**src/rtl/ps2_pkg.sv**
```systemverilog
// Shared PS/2 host-transmit definitions.
// States, frame size, default timing and parity helper.
package ps2_pkg;

  typedef enum logic [2:0] {
    IDLE,
    INHIBIT,
    REQ,
    SHIFT,
    ACK,
    WAIT_IDLE
  } ps2_state_t;

  localparam int PS2_FRAME_BITS     = 11;
  localparam int DEF_INHIBIT_CYCLES = 5000;
  localparam int DEF_TIMEOUT_CYCLES = 750000;
  localparam int DEF_FILTER_LEN     = 8;

  function automatic logic odd_parity(
    input logic [7:0] d
  );
    return ~^d;
  endfunction

endpackage

```
**src/rtl/ps2_line_filter.sv**
```systemverilog
// PS/2 pad conditioning: 2-FF synchronizers,
// clock glitch filter and a registered fall strobe.
module ps2_line_filter
  import ps2_pkg::*;
#(
  parameter int FILTER_LEN = DEF_FILTER_LEN
) (
  input  logic clk50,
  input  logic reset,
  input  logic i_clk_pad,
  input  logic i_data_pad,
  output logic o_clk_filt,
  output logic o_data_sync,
  output logic o_fall
);

  localparam int CW = $clog2(FILTER_LEN + 1);

  logic [1:0]    r_clk_sync;
  logic [1:0]    r_data_sync;
  logic [CW-1:0] r_cnt;
  logic          r_filt;
  logic          r_fall;

  // Two-stage synchronizers; idle bus level is high.
  always_ff @(posedge clk50) begin
    if (reset) begin
      r_clk_sync  <= 2'b11;
      r_data_sync <= 2'b11;
    end else begin
      r_clk_sync  <= {r_clk_sync[0], i_clk_pad};
      r_data_sync <= {r_data_sync[0], i_data_pad};
    end
  end

  // Accept a new clock level after FILTER_LEN equal samples.
  always_ff @(posedge clk50) begin
    if (reset) begin
      r_cnt  <= '0;
      r_filt <= 1'b1;
      r_fall <= 1'b0;
    end else begin
      r_fall <= 1'b0;
      if (r_clk_sync[1] == r_filt) begin
        r_cnt <= '0;
      end else if (r_cnt == CW'(FILTER_LEN - 1)) begin
        r_cnt  <= '0;
        r_filt <= r_clk_sync[1];
        r_fall <= r_filt;
      end else begin
        r_cnt <= r_cnt + 1'b1;
      end
    end
  end

  assign o_clk_filt  = r_filt;
  assign o_data_sync = r_data_sync[1];
  assign o_fall      = r_fall;

endmodule

```
**src/rtl/ps2_host_tx.sv**
```systemverilog
// PS/2 host-to-device transmitter: inhibit, request
// to send, 11-bit shift, ack check and watchdog.
module ps2_host_tx
  import ps2_pkg::*;
#(
  parameter int INHIBIT_CYCLES = DEF_INHIBIT_CYCLES,
  parameter int TIMEOUT_CYCLES = DEF_TIMEOUT_CYCLES,
  parameter int FILTER_LEN     = DEF_FILTER_LEN
) (
  input  logic       clk50,
  input  logic       reset,
  input  logic [7:0] tx_data,
  input  logic       tx_valid,
  output logic       tx_ready,
  output logic       tx_done,
  output logic       tx_error,
  output logic       busy,
  input  logic       ps2_clk_in,
  input  logic       ps2_data_in,
  output logic       ps2_clk_oe,
  output logic       ps2_data_oe
);

  ps2_state_t  r_state;
  ps2_state_t  w_next;
  logic [7:0]  r_byte;
  logic        r_par;
  logic [12:0] r_inh_cnt;
  logic [19:0] r_wd;
  logic [3:0]  r_bit_cnt;
  logic        r_bit_oe;

  logic w_clk_filt;
  logic w_data_sync;
  logic w_fall;
  logic w_accept;
  logic w_active;
  logic w_inh_last;
  logic w_timeout;
  logic w_frame_bit;

  ps2_line_filter #(
    .FILTER_LEN (FILTER_LEN)
  ) u_filt (
    .clk50       (clk50),
    .reset       (reset),
    .i_clk_pad   (ps2_clk_in),
    .i_data_pad  (ps2_data_in),
    .o_clk_filt  (w_clk_filt),
    .o_data_sync (w_data_sync),
    .o_fall      (w_fall)
  );

  assign w_accept   = tx_valid && tx_ready;
  assign w_active   = (r_state == REQ) || (r_state == SHIFT) ||
                      (r_state == ACK) || (r_state == WAIT_IDLE);
  assign w_inh_last = (r_state == INHIBIT) &&
                      (r_inh_cnt == 13'(INHIBIT_CYCLES - 1));
  assign w_timeout  = w_active && (r_wd >= 20'(TIMEOUT_CYCLES));

  // Select the frame bit for the next device clock fall.
  always_comb begin
    w_frame_bit = 1'b1;
    unique case (1'b1)
      (r_bit_cnt < 4'd8):  w_frame_bit = r_byte[r_bit_cnt[2:0]];
      (r_bit_cnt == 4'd8): w_frame_bit = r_par;
      default:             w_frame_bit = 1'b1;
    endcase
  end

  // State register.
  always_ff @(posedge clk50) begin
    if (reset) r_state <= IDLE;
    else       r_state <= w_next;
  end

  // Next-state logic; the watchdog overrides every active state.
  always_comb begin
    w_next = r_state;
    unique case (r_state)
      IDLE:      if (w_accept) w_next = INHIBIT;
      INHIBIT:   if (w_inh_last) w_next = REQ;
      REQ:       w_next = SHIFT;
      SHIFT:     if (w_fall && r_bit_cnt == 4'd9) w_next = ACK;
      ACK:       if (w_fall) w_next = w_data_sync ? IDLE : WAIT_IDLE;
      WAIT_IDLE: if (w_clk_filt && w_data_sync) w_next = IDLE;
      default:   w_next = IDLE;
    endcase
    if (w_timeout) w_next = IDLE;
  end

  // Byte latch, inhibit timer, watchdog and bit shifter.
  always_ff @(posedge clk50) begin
    if (reset) begin
      r_byte    <= '0;
      r_par     <= 1'b0;
      r_inh_cnt <= '0;
      r_wd      <= '0;
      r_bit_cnt <= '0;
      r_bit_oe  <= 1'b0;
    end else begin
      if (w_accept) begin
        r_byte <= tx_data;
        r_par  <= odd_parity(tx_data);
      end
      if (r_state == INHIBIT) r_inh_cnt <= r_inh_cnt + 1'b1;
      else                    r_inh_cnt <= '0;
      if (!w_active)          r_wd <= '0;
      else if (r_wd != '1)    r_wd <= r_wd + 1'b1;
      if (r_state == REQ) begin
        r_bit_cnt <= '0;
        r_bit_oe  <= 1'b1;
      end else if (r_state == SHIFT && w_fall) begin
        r_bit_cnt <= r_bit_cnt + 1'b1;
        r_bit_oe  <= ~w_frame_bit;
      end
    end
  end

  // Line drivers, handshake and completion pulses.
  always_comb begin
    tx_ready    = (r_state == IDLE) && !reset;
    busy        = (r_state != IDLE);
    ps2_clk_oe  = (r_state == INHIBIT);
    ps2_data_oe = w_inh_last || (r_state == REQ) ||
                  ((r_state == SHIFT) && r_bit_oe);
    tx_done     = !reset && !w_timeout &&
                  (r_state == WAIT_IDLE) && w_clk_filt && w_data_sync;
    tx_error    = !reset && (w_timeout ||
                  ((r_state == ACK) && w_fall && w_data_sync));
  end

endmodule

```
**config.mk**
```make
export PLATFORM = sky130hd
export DESIGN_NAME = ps2_host_tx
export DESIGN_NICKNAME = d
export VERILOG_FILES = /design/src/rtl/ps2_pkg.sv /design/src/rtl/ps2_line_filter.sv /design/src/rtl/ps2_host_tx.sv
export SDC_FILE = /design/constraint.sdc
export NUM_CORES = 1
export LEC_CHECK = 0
export ABC_AREA = 0
export CORE_ASPECT_RATIO = 1.1
export CORE_MARGIN = 2
export CORE_UTILIZATION = 33
export CTS_BUF_LIST = sky130_fd_sc_hd__clkbuf_4 sky130_fd_sc_hd__clkbuf_8
export DETAILED_ROUTE_END_ITERATION = 7
export PLACE_DENSITY = 0.51
export SLEW_MARGIN = 5
export SYNTH_ARGS = -nofsm -noshare
export SYNTH_HDL_FRONTEND = slang
export SYNTH_SLANG_ARGS = --single-unit
```
**constraint.sdc**
```tcl
create_clock -name clk50 -period 1.55 [get_ports clk50]
set_input_delay 0.31 -clock clk50 [delete_from_list [all_inputs] [get_ports clk50]]
set_output_delay 0.31 -clock clk50 [all_outputs]
set_load 0.01 [all_outputs]
```
== After elaboration in Yosys (flattened, before gate mapping) ==
Cells that the tools add are included.

* Multiplexer cells: 12
* Equal/unequal tests: 16
* Bitwise operators: 5
* Reductions and logical operators: 35
* $add $sub $neg: 4
* Order comparisons: 3

{| class="wikitable"
|+ Operators with widths
! operator !! number
|-
| $add A20 B1 Y20 const B || 1
|-
| $ge A20 B20 Y1 const B || 1
|-
| $ne A20 B20 Y1 const B || 1
|-
| $mux W3 || 6
|-
| $pmux W3 S6 || 1
|-
| $logic_and A1 B1 Y1 || 15
|-
| $add A13 B1 Y13 const B || 1
|-
| $eq A13 B13 Y1 const B || 1
|-
| $add A4 B1 Y4 const B || 2
|-
| $eq A4 B4 Y1 const B || 2
|-
| $ne A2 B1 Y1 const B || 4
|-
| $reduce_or A2 Y1 || 4
|-
| $reduce_xnor A8 Y1 || 1
|-
| $eq A3 B2 Y1 const B || 2
|-
| $eq A3 B3 Y1 const B || 2
|-
| $logic_or A1 B1 Y1 || 6
|-
| $reduce_or A3 Y1 || 2
|-
| $not A1 Y1 || 5
|-
| $reduce_and A5 Y1 || 1
|-
| $eq A4 B3 Y1 const B || 1
|-
| $lt A3 B4 Y1 const B || 1
|-
| $lt A4 B4 Y1 const B || 1
|-
| $bmux W1 S3 || 1
|-
| $eq A3 B1 Y1 const B || 1
|-
| other kinds (9) || 12
|}

* Output and inout port bits: 6
* Input bits: 13
* Word-level logic and storage cells: 87
* Flip-flop bits (word level): 60

== Depth between registers and ports, before layout ==
Gate-level depths: netlist of run 1.

* Word-level depth: 10
* Depth in mapped cells: 6
* Depth with buffers taken out: 6

== By module ==
From an unflattened synthesis of run 1, not the netlist that was laid out.

* Cells, all modules: 343
* Area, all modules: 2969.1 um2

{| class="wikitable"
|+ Modules (own cells, without submodules)
! module !! cells an instance !! seq. area each (um2) !! times used !! area each (um2)
|-
| ps2_host_tx || 313 || 1001.0 || 1 || 2616.3
|-
| ps2_line_filter || 30 || 200.2 || 1 || 352.8
|}

== Worst setup path before layout of run 1 ==
Ideal clock, no wire load.

* Path type: reg2out
* Start point: register r_inh_cnt[10]
* End point: output port ps2_data_oe
* Required time: 1.240 ns
* Stages on the path, launching flop included: 5
* Path buffers: 0
* Setup slack: -0.216 ns
* Arrival time: 1.456 ns
* Cells stage by stage: dfxtp_1 or4b_4 nor4_4 nand2b_1 a21oi_1

* Cells in the longest elaborated chain, start to end: 4

{| class="wikitable"
|+ RTL lines
! what !! RTL line !! text
|-
| start: declaration || ps2_host_tx.sv:28 || <nowiki>logic [12:0] r_inh_cnt;</nowiki>
|-
| start signal: assignment || ps2_host_tx.sv:106 || <nowiki>if (r_state == INHIBIT) r_inh_cnt <= r_inh_cnt + 1'b1;</nowiki>
|-
| $eq A13 B13 Y1 || ps2_host_tx.sv:58 || <nowiki>(r_inh_cnt == 13'(INHIBIT_CYCLES - 1));</nowiki>
|-
| $logic_and A1 B1 Y1 || ps2_host_tx.sv:57 || <nowiki>assign w_inh_last = (r_state == INHIBIT) &&</nowiki>
|-
| $logic_or A1 B1 Y1 (2 in a row) || ps2_host_tx.sv:125 || <nowiki>ps2_data_oe = w_inh_last || (r_state == REQ) ||</nowiki>
|-
| end: declaration || ps2_host_tx.sv:21 || <nowiki>output logic ps2_data_oe</nowiki>
|}

Every way passes these cells.

== Final worst setup path of run 1 ==
* Start point: register r_inh_cnt[5]
* End point: output port ps2_data_oe

Same word-level chain as after synthesis.

==> flow_metrics.env, run 1 <==
export IMPL_syn_inst=353
export IMPL_crit_fanout=2
export IMPL_synthArstFlopShare=0
export IMPL_p_seq_frac=0.423
export IMPL_grt_antenna_before_repair=0
export IMPL_grtUsageTotal=0.1726
export IMPL_post_place_ws_ns=-0.6967
export IMPL_finalPower_uw=3779
export IMPL_end_kind="output port"
export IMPL_ctsHoldBuffers=0
export IMPL_fp_row_count=37
export IMPL_slowest_delay_ns=0.54
export IMPL_layout_common_cells="90 x buf_4, 37 x dfxtp_1, 35 x nand2_1"
export IMPL_route_detailed_drc=0
export IMPL_die_y_um=105.9
export IMPL_fp_dieArea_sq_um=10240
export IMPL_p_per_area_nw_per_um2=736.1
export IMPL_grt_pass1_wl_mm=14.08
export IMPL_ys_seq_elements=60
export IMPL_synthDistinctLibCells=66
export IMPL_fmax_ghz=0.4468
export IMPL_path_delay_family="simple AND/OR/NAND/NOR gates"
export IMPL_fin_ws_ns=-0.6880
export IMPL_yosysWarnings=0
export IMPL_reg2regPathDepth=8
export IMPL_syn_area_per_cell_sq_um=8.833
export IMPL_synth_area_sq_um=3118
export IMPL_root_buffer="clkbuf_8"
export IMPL_setup_viol=34
export IMPL_maxSlewHeadroom=0.7674
export IMPL_io_pins=19
export IMPL_hold_depth=1
export IMPL_drt_iter0_drc=67
export IMPL_avgViaCountPerCell=5.061
export IMPL_die_x_um=96.68
export IMPL_hp_class="reg2reg"
export IMPL_final_common_cell="buf_4"
export IMPL_grt_max_degree=22
export IMPL_cp_arrival_ns=1.93
export IMPL_drive_gt1_frac=0.4980
export IMPL_dr_pass1_iters=4
export IMPL_cts_sinks=60
export IMPL_syn_nets=373
export IMPL_synth_edf_count=0
export IMPL_cts_tree="done"
export IMPL_vias=3092
export IMPL_worst_slew_pin_slew_ns=0.3481
export IMPL_area_growth_pct=64.65
export IMPL_pwr_share_comb=0.099
export IMPL_ir_drop_mv=0.6292
export IMPL_fillers=871
export IMPL_critPathSlowestCell="or4b_4"
export IMPL_cts_made_buffers=9
export IMPL_fin_nets=509
export IMPL_start_util=0.3368
export IMPL_drt_wl_total_mm=8.897
export IMPL_path_clk_slew_ns=0.07
export IMPL_clock_latency_ns=0.36
export IMPL_final_max_slew_viol_count=0
export IMPL_portBuffers=18
export IMPL_fin_skew_ns=0.01057
export IMPL_synthTopCellsByArea="dfxtp_1 39%, xnor2_1 5.1%, nand2_1 4.5%"
export IMPL_synth_seq_area_share=0.3852
export IMPL_grt_pass1_vias=3040
export IMPL_ant_nets=0
export IMPL_cp_start_kind="flip-flop"
export IMPL_worstSetupPathType="reg2out"
export IMPL_finalCritPeriodShare=1.444
export IMPL_worstPathRequired_ns=1.24
export IMPL_ys_flop_type="dfxtp_1"
export IMPL_core_sq_um=9259
export IMPL_synth_top_area_cell="dfxtp_1"
export IMPL_clock_path_buffers=2
export IMPL_crit_buf_inv=1
export IMPL_gp_congestion=0.7984
export IMPL_gr_total_overflow=0
export IMPL_rsz0062_at_grt="yes"
export IMPL_intPower_uw=2901
export IMPL_p_leak_uw=0.002023
export IMPL_period_needed_ns=2.238
export IMPL_avgRoutedWirePerCell_um=14.56
export IMPL_num_antenna_cells=0
export IMPL_switchingPower_uw=877.9
export IMPL_yosys_area_top_type_share=0.3852
export IMPL_violations="negative setup slack"
export IMPL_outcome="finished with violations"
export IMPL_ctsHtreeMaxLevel=3
export IMPL_path_depth=5
export IMPL_p_clk_frac=0.478
export IMPL_dp_hpwl_mm=5.577
export IMPL_swShare=0.2323
export IMPL_crit_chain="or4b_4 -> nor4_4 -> nand2b_1 -> a21oi_2 -> buf_2"
export IMPL_cap_violations=0
export IMPL_finalHoldViolCount=0
-- through the flow --
| stage | setup TNS [ns] | area [sq um] | util | hold slack (ns) | cells |
|---|---|---|---|---|---|
| finish | -4.581 | 5134 | 0.5545 | 0.4119 | 611 |
| CTS | -3.639 | 4752 | 0.5132 | 0.4150 | 594 |
| global route | -7.263 | 5134 | 0.5545 | 0.4323 | 611 |
| detailed placement | -14.60 | 4079 | 0.4405 | 0.3968 | 559 |
| global placement | -14.02 | 4079 | 0.4405 | 0.3923 | 559 |
| floorplan | -0.2044 | 3178 | - | 0.3895 | 353 |
-- per-layer routing --
layer  vias to the layer above  global-route usage  routed length [um]
met2                        47              0.2927                4579
met4                         0             0.09155                 189
li1                       1563                   -                   -
met3                        16             0.03813                 282
met5                         -                   0                   0
met1                      1466              0.2042                3845
-- final cells by class --
| type | instances | area (sq um) | share of cell area |
|---|---|---|---|
| sequential | 60 | 1237 | 0.2410 |
| clock inverter | 6 | 111.4 | 0.02169 |
| multi-input combinational | 268 | 2275 | 0.4431 |
| clock buffer | 10 | 137.6 | 0.02681 |
| timing repair buffer | 135 | 1170 | 0.2279 |
| inverter | 15 | 56.30 | 0.01097 |
| tap | 117 | 146.4 | 0.02852 |
-- synthesized netlist by cell type, drive strengths merged, types with 4 or more instances --
master / number
or3: 11
or2: 8
a21oi: 19
nand2: 37
nor2: 25
nor4: 5
buf: 5
xor2: 6
nor3: 9
ha: 7
nand2b: 6
nand3: 14
inv: 15
or4: 5
xnor2: 18
clkbuf: 6
and4: 5
dfxtp: 60
nand3b: 10
nand4: 13
a31oi: 4
o21ai: 12
nor2b: 8
-- path summary, 6_finish.rpt --
kind | startpoint | end | slack [ns]
setup / recovery | r_inh_cnt[5] | ps2_data_oe | -0.69
hold / removal | u_filt.r_clk_sync[0] | u_filt.r_clk_sync[1] | 0.41
setup reg to reg | r_wd[4] | r_wd[18] | -0.20
hold reg to reg | u_filt.r_clk_sync[0] | u_filt.r_clk_sync[1] | 0.41
-- sequential cells by signal, summed over array words and instances, names as in the netlist --
| register | flops |
|---|---|
| r_bit_cnt | 4 |
| r_bit_oe | 1 |
| r_byte | 8 |
| r_inh_cnt | 13 |
| r_par | 1 |
| r_state | 3 |
| r_wd | 20 |
| u_filt.o_clk_filt | 1 |
| u_filt.o_fall | 1 |
| u_filt.r_clk_sync | 2 |
| u_filt.r_cnt | 4 |
| u_filt.r_data_sync | 2 |
-- power by group through the flow --
stage / Sequential, uW / Combinational (uW) / Clock [uW]
final: 1600 / 375 / 1810
after global routing: 1600 / 413 / 1920
after CTS: 1600 / 350 / 1850
after detailed placement: 1630 / 310 / 0
after global placement: 1630 / 309 / 0
after floorplan: 1630 / 168 / 0
-- what timing repair did --
item | CTS | global route
gates cloned | 2 | 0
endpoints found under the setup margin | 34 | 41
gates resized for setup | 95 | 63
pin swaps | 27 | 38
buffers inserted | 19 | 23
-- logic make-up (layout without fill, tap and decap cells) --
kind of cell / count (synthesis) / in the layout / synth area share
buf+inv: 26 / 166 / 0.03330
mux: 5 / 5 / 0.02408
fa+ha+maj: 7 / 7 / 0.02809
compound gates: 64 / 64 / 0.1372
flops: 60 / 60 / 0.3852
xor+xnor: 24 / 24 / 0.06742
simple gates: 167 / 168 / 0.3246
Power figures use the tool's default switching activity.
==> run 2, diff against run 1 <==
Settings changed: CORE_MARGIN 2 to 3.
==> run 2 against run 1 <==
Critical path depth stayed put. Power shrank 6.1%. Die area grew 4.0%. Flip-flop and latch count is the same. Non-clock buffer count decreased by 5. Largest power group is now sequential cells. The flow still finishes with violations (negative setup slack). Register-to-register slack improved by 0.06 ns. Sequential power barely moved. Count of clock-buffer cells in the layout is 1 lower. Setup slack better by 0.026 ns. Clock power shrank 13%. Clock skew fell by 0.0050 ns.
==> flow_metrics.env, run 2 (same netlist as run 1, synthesis figures left out) <==
export IMPL_grt_pass1_wl_mm=13.52
export IMPL_grt_pass1_vias=2943
export IMPL_period_needed_ns=2.212
export IMPL_fp_dieArea_sq_um=10650
export IMPL_fin_skew_ns=0.005528
export IMPL_worstSetupPathType="reg2out"
export IMPL_final_max_slew_viol_count=0
export IMPL_crit_chain="or4b_4 -> nor4_4 -> nand2b_1 -> a21oi_2 -> buf_2"
export IMPL_slowest_delay_ns=0.54
export IMPL_end_kind="output port"
export IMPL_cts_made_buffers=9
export IMPL_grt_antenna_before_repair=0
export IMPL_drive_gt1_frac=0.4857
export IMPL_grt_max_degree=14
export IMPL_place_area_sq_um=4120
export IMPL_top_register="r_wd"
export IMPL_crit_buf_inv=1
export IMPL_multi_input_area_sq_um=2250
export IMPL_ctsHoldBuffers=0
export IMPL_dp_hpwl_mm=5.654
export IMPL_hold_depth=1
export IMPL_worst_slew_pin_slew_ns=0.4399
export IMPL_start_util=0.3444
export IMPL_num_antenna_cells=0
export IMPL_layout_common_cells="77 x buf_4, 37 x dfxtp_1, 36 x nand2_1"
export IMPL_root_buffer="clkbuf_8"
export IMPL_grtUsageTotal=0.1593
export IMPL_outcome="finished with violations"
export IMPL_r2r_slack_ns=-0.14
export IMPL_maxSlewHeadroom=0.7045
export IMPL_p_leak_uw=0.002030
export IMPL_setup_viol=26
export IMPL_timing_rr_end="r_wd[3]"
export IMPL_gp_congestion=0.8642
export IMPL_ff_latch_area_sq_um=1240
export IMPL_path_delay_family="simple AND/OR/NAND/NOR gates"
export IMPL_core_sq_um=9054
export IMPL_route_detailed_drc=0
export IMPL_hold_path_end="u_filt.r_data_sync[1]"
export IMPL_cp_arrival_ns=1.90
export IMPL_p_per_area_nw_per_um2=698.0
export IMPL_drt_iter0_drc=76
export IMPL_cts_tree="done"
export IMPL_cts_sinks=60
export IMPL_cap_violations=0
export IMPL_avgRoutedWirePerCell_um=14.10
export IMPL_worstHoldStart="u_filt.r_data_sync[0]"
export IMPL_fin_nets=503
export IMPL_fp_row_count=36
export IMPL_vias=3044
export IMPL_ir_drop_mv=0.4496
export IMPL_cp_start_kind="flip-flop"
export IMPL_path_clk_slew_ns=0.07
export IMPL_finalPower_uw=3550
export IMPL_die_x_um=98.68
export IMPL_worstPathRequired_ns=1.24
export IMPL_critPathSlowestCell="or4b_4"
export IMPL_hp_class="reg2reg"
export IMPL_rsz0062_at_grt="yes"
export IMPL_area_growth_pct=63.12
export IMPL_largest_register_ffs=20
export IMPL_portBuffers=18
export IMPL_post_place_ws_ns=-0.6844
export IMPL_clock_latency_ns=0.35
export IMPL_ctsHtreeMaxLevel=3
export IMPL_fin_area_sq_um=5086
export IMPL_dr_pass1_iters=4
export IMPL_crit_fanout=2
export IMPL_fin_util=0.5618
export IMPL_reg2regPathDepth=5
export IMPL_die_y_um=107.9
export IMPL_avgViaCountPerCell=5.056
export IMPL_io_pins=19
export IMPL_final_common_cell="buf_4"
export IMPL_reg_top3="r_wd: 20 flops, r_inh_cnt: 13 flops, r_byte: 8 flops"
export IMPL_gr_total_overflow=0
export IMPL_fin_ws_ns=-0.6620
export IMPL_drt_wl_total_mm=8.489
export IMPL_fmax_ghz=0.4521
export IMPL_finalCritPeriodShare=1.427
export IMPL_r2r_start="r_wd[16]"
export IMPL_violations="negative setup slack"
export IMPL_ant_nets=0
export IMPL_fillers=845
export IMPL_clock_path_buffers=2
export IMPL_finalHoldViolCount=0
==> run 2: layer usage <==
metal / vias up / wire length, um / global-route usage
li1: 1555 / - / -
met1: 1439 / 4012 / 0.2027
met2: 37 / 4095 / 0.2633
met3: 13 / 211 / 0.02645
met4: 0 / 170 / 0.07610
met5: - / 0 / 0
==> run 2: worst max path at each step <==
stage | startpoint | endpoint | slack [ns] | cells past startpoint
after global placement | r_inh_cnt[1] | ps2_data_oe | -0.68 | 6
after global routing | r_inh_cnt[3] | ps2_data_oe | -0.71 | 5
final | r_inh_cnt[3] | ps2_data_oe | -0.66 | 5
after floorplan | r_inh_cnt[5] | ps2_data_oe | -0.12 | 4
after detailed placement | r_inh_cnt[1] | ps2_data_oe | -0.68 | 6
after CTS | r_inh_cnt[3] | ps2_data_oe | -0.73 | 5
==> run 2: stage by stage <==
step / std cells / hold slack [ns] / TNS (ns)
finish: 602 / 0.4134 / -3.146
global route: 602 / 0.4276 / -4.903
CTS: 587 / 0.4175 / -3.267
detailed placement: 562 / 0.4011 / -18.15
global placement: 562 / 0.3914 / -18.74
floorplan: 353 / 0.3895 / -0.2044
==> run 2: final cells by class <==
type / instances / share of cell area
multi-input cells: 267 / 0.4423
well taps: 114 / 0.02804
clock buffers: 9 / 0.02435
clock inverters: 7 / 0.01771
flip-flops and latches: 60 / 0.2438
repair buffers: 130 / 0.2322
inverters: 15 / 0.01156
==> run 2: repair_timing <==
item,4_1_cts,5_1_grt
setup endpoints to repair,38,31
pin swaps,20,41
cloned,0,1
gates resized for setup,99,69
hold endpoints to repair,0,0
buffers inserted,10,18
==> run 2: worst register-to-register path, delay by kind of cell, from the launching register on <==
family / cells / cell delay, ns
AND/OR/NAND/NOR: 2 / 0.72
flip-flops: 1 / 0.35
AO/OA/AOI/OAI: 1 / 0.24
multiplexers: 1 / 0.20
buffers and inverters: 1 / 0.10
==> run 2: power by group <==
part | switching, uW | internal (uW)
logic | 165 | 210
clock network | 678 | 899
registers | 24.7 | 1570
==> run 3, diff against run 2 <==
Settings changed: CORE_UTILIZATION 33 to 50, PLACE_DENSITY 0.51 to 0.72.
==> run 3 against run 2 <==
Die area decreased by 32%. Non-clock buffer count down 10. Critical path depth did not move. Via count grew 8.2%. Clock power rose by 6%. Clock skew rose by 0.0057 ns. Hold slack improved by 0.0025 ns. Global-route usage is 10 points higher. Sequential share of layout area grew 0.65 points. The flow still finishes with violations (negative setup slack). Power up 3.3%.
==> flow_metrics.env, run 3 (same netlist as run 1, synthesis figures left out) <==
export IMPL_intPower_uw=2755
export IMPL_setup_viol=24
export IMPL_worst_slew_pin_slew_ns=0.4177
export IMPL_fp_row_count=29
export IMPL_critPathSlowestCell="or4b_4"
export IMPL_core_sq_um=5914
export IMPL_ir_drop_mv=0.7278
export IMPL_fin_util=0.8409
export IMPL_drt_wl_total_mm=10.14
export IMPL_fin_setup_tns_ns=-4.048
export IMPL_cp_arrival_ns=1.90
export IMPL_vias=3294
export IMPL_worstPathRequired_ns=1.24
export IMPL_hold_depth=1
export IMPL_crit_fanout=2
export IMPL_fmax_ghz=0.4530
export IMPL_p_leak_uw=0.001968
export IMPL_gp_congestion=0.8787
export IMPL_start_util=0.5272
export IMPL_post_place_ws_ns=-0.6799
export IMPL_cp_start_kind="flip-flop"
export IMPL_worstSetupPathType="reg2out"
export IMPL_drive_gt1_frac=0.4708
export IMPL_final_max_slew_viol_count=0
export IMPL_final_common_cell="buf_4"
export IMPL_fin_skew_ns=0.01127
export IMPL_crit_chain="or4b_4 -> nor4_4 -> nand2b_1 -> a21oi_2 -> buf_2"
export IMPL_dr_pass1_iters=5
export IMPL_reg2regPathDepth=6
export IMPL_area_growth_pct=59.51
export IMPL_pwr_share_comb=0.110
export IMPL_hp_class="reg2reg"
export IMPL_largest_register_ffs=20
export IMPL_layout_common_cells="68 x buf_4, 39 x dfxtp_1, 34 x nand2_1, 34 x buf_6, 22 x nor2_1"
export IMPL_reg_top3="r_wd: 20 flops, r_inh_cnt: 13 flops, r_byte: 8 flops"
export IMPL_cts_tree="done"
export IMPL_rsz0062_at_grt="yes"
export IMPL_slowest_delay_ns=0.54
export IMPL_drt_iter0_drc=170
export IMPL_period_needed_ns=2.208
export IMPL_root_buffer="clkbuf_8"
export IMPL_path_clk_slew_ns=0.08
export IMPL_avgRoutedWirePerCell_um=18.20
export IMPL_fillers=324
export IMPL_grt_antenna_before_repair=0
export IMPL_p_clk_frac=0.456
export IMPL_outcome="finished with violations"
export IMPL_die_x_um=81.30
export IMPL_clock_path_buffers=2
export IMPL_cts_made_buffers=9
export IMPL_grt_pass1_wl_mm=14.55
export IMPL_end_kind="output port"
export IMPL_dp_hpwl_mm=5.512
export IMPL_grt_max_degree=15
export IMPL_top_register="r_wd"
export IMPL_portBuffers=18
export IMPL_maxSlewHeadroom=0.7194
export IMPL_ant_nets=0
export IMPL_cap_violations=0
export IMPL_avgViaCountPerCell=5.914
export IMPL_p_per_area_nw_per_um2=737.1
export IMPL_route_detailed_drc=0
export IMPL_swShare=0.2485
export IMPL_fp_dieArea_sq_um=7221
export IMPL_num_antenna_cells=0
export IMPL_grtUsageTotal=0.2637
export IMPL_finalCritPeriodShare=1.424
export IMPL_grt_pass1_vias=3141
export IMPL_fin_ws_ns=-0.6577
export IMPL_finalHoldViolCount=0
export IMPL_violations="negative setup slack"
export IMPL_cts_sinks=60
export IMPL_gr_total_overflow=0
export IMPL_p_seq_frac=0.434
export IMPL_ctsHtreeMaxLevel=3
export IMPL_die_y_um=88.82
export IMPL_fin_nets=495
export IMPL_finalPower_uw=3666
export IMPL_clock_latency_ns=0.36
export IMPL_io_pins=19
export IMPL_switchingPower_uw=910.8
==> run 3: stage by stage <==
step	instance area, sq um	hold slack, ns	std cells
5_1_grt	4974	0.4182	557
6_report	4974	0.4159	557
3_5_place_dp	4019	0.4044	516
4_1_cts	4586	0.4111	545
2_1_floorplan	3178	0.3895	353
3_3_place_gp	4019	0.3917	516
==> run 3: power by group through the flow <==
stage	Sequential, uW	Combinational, uW	Clock [uW]
detailed placement	1630	311	0
global route	1600	436	1750
CTS	1590	363	1670
floorplan	1630	168	0
finish	1590	402	1670
global placement	1630	302	0
==> run 3: repair_timing <==
item / CTS / global route
gates cloned: 0 / 3
pin swaps: 26 / 30
endpoints found under the setup margin: 36 / 39
hold buffers: 0 / 0
resized for setup: 95 / 65
buffers inserted: 14 / 11
==> run 3: area by class of cell <==
type / count / area, sq um / share of cell area
Clock buffer: 10 / 137.6 / 0.02767
Clock inverter: 6 / 93.84 / 0.01887
Inverter: 15 / 56.30 / 0.01132
Multi-Input combinational cell: 269 / 2236 / 0.4496
Sequential cell: 60 / 1245 / 0.2503
Tap cell: 77 / 96.34 / 0.01937
Timing Repair Buffer: 120 / 1109 / 0.2229
==> run 3: path summary, 6_finish.rpt <==
kind	start	to	slack [ns]
worst max-delay path	r_inh_cnt[3]	ps2_data_oe	-0.66
worst min-delay path	u_filt.r_data_sync[0]	u_filt.r_data_sync[1]	0.42
worst max register to register	r_inh_cnt[3]	r_state[0]	-0.22
worst min register to register	u_filt.r_data_sync[0]	u_filt.r_data_sync[1]	0.42
==> run 3: critical path, delay by kind of cell (launching register included) <==
| kind | cells | cell delay, ns |
|---|---|---|
| buffers and inverters | 1 | 0.14 |
| AO/OA/AOI/OAI | 1 | 0.13 |
| flip-flops | 1 | 0.32 |
| AND/OR/NAND/NOR | 3 | 0.96 |
==> run 3: routing by layer <==
layer,part of all wire,up-vias,GRT usage
met1,0.38,1566,0.2969
met3,0.050,57,0.04582
met4,0.059,0,0.1075
met5,0,-,0
li1,-,1542,-
met2,0.51,129,0.4859
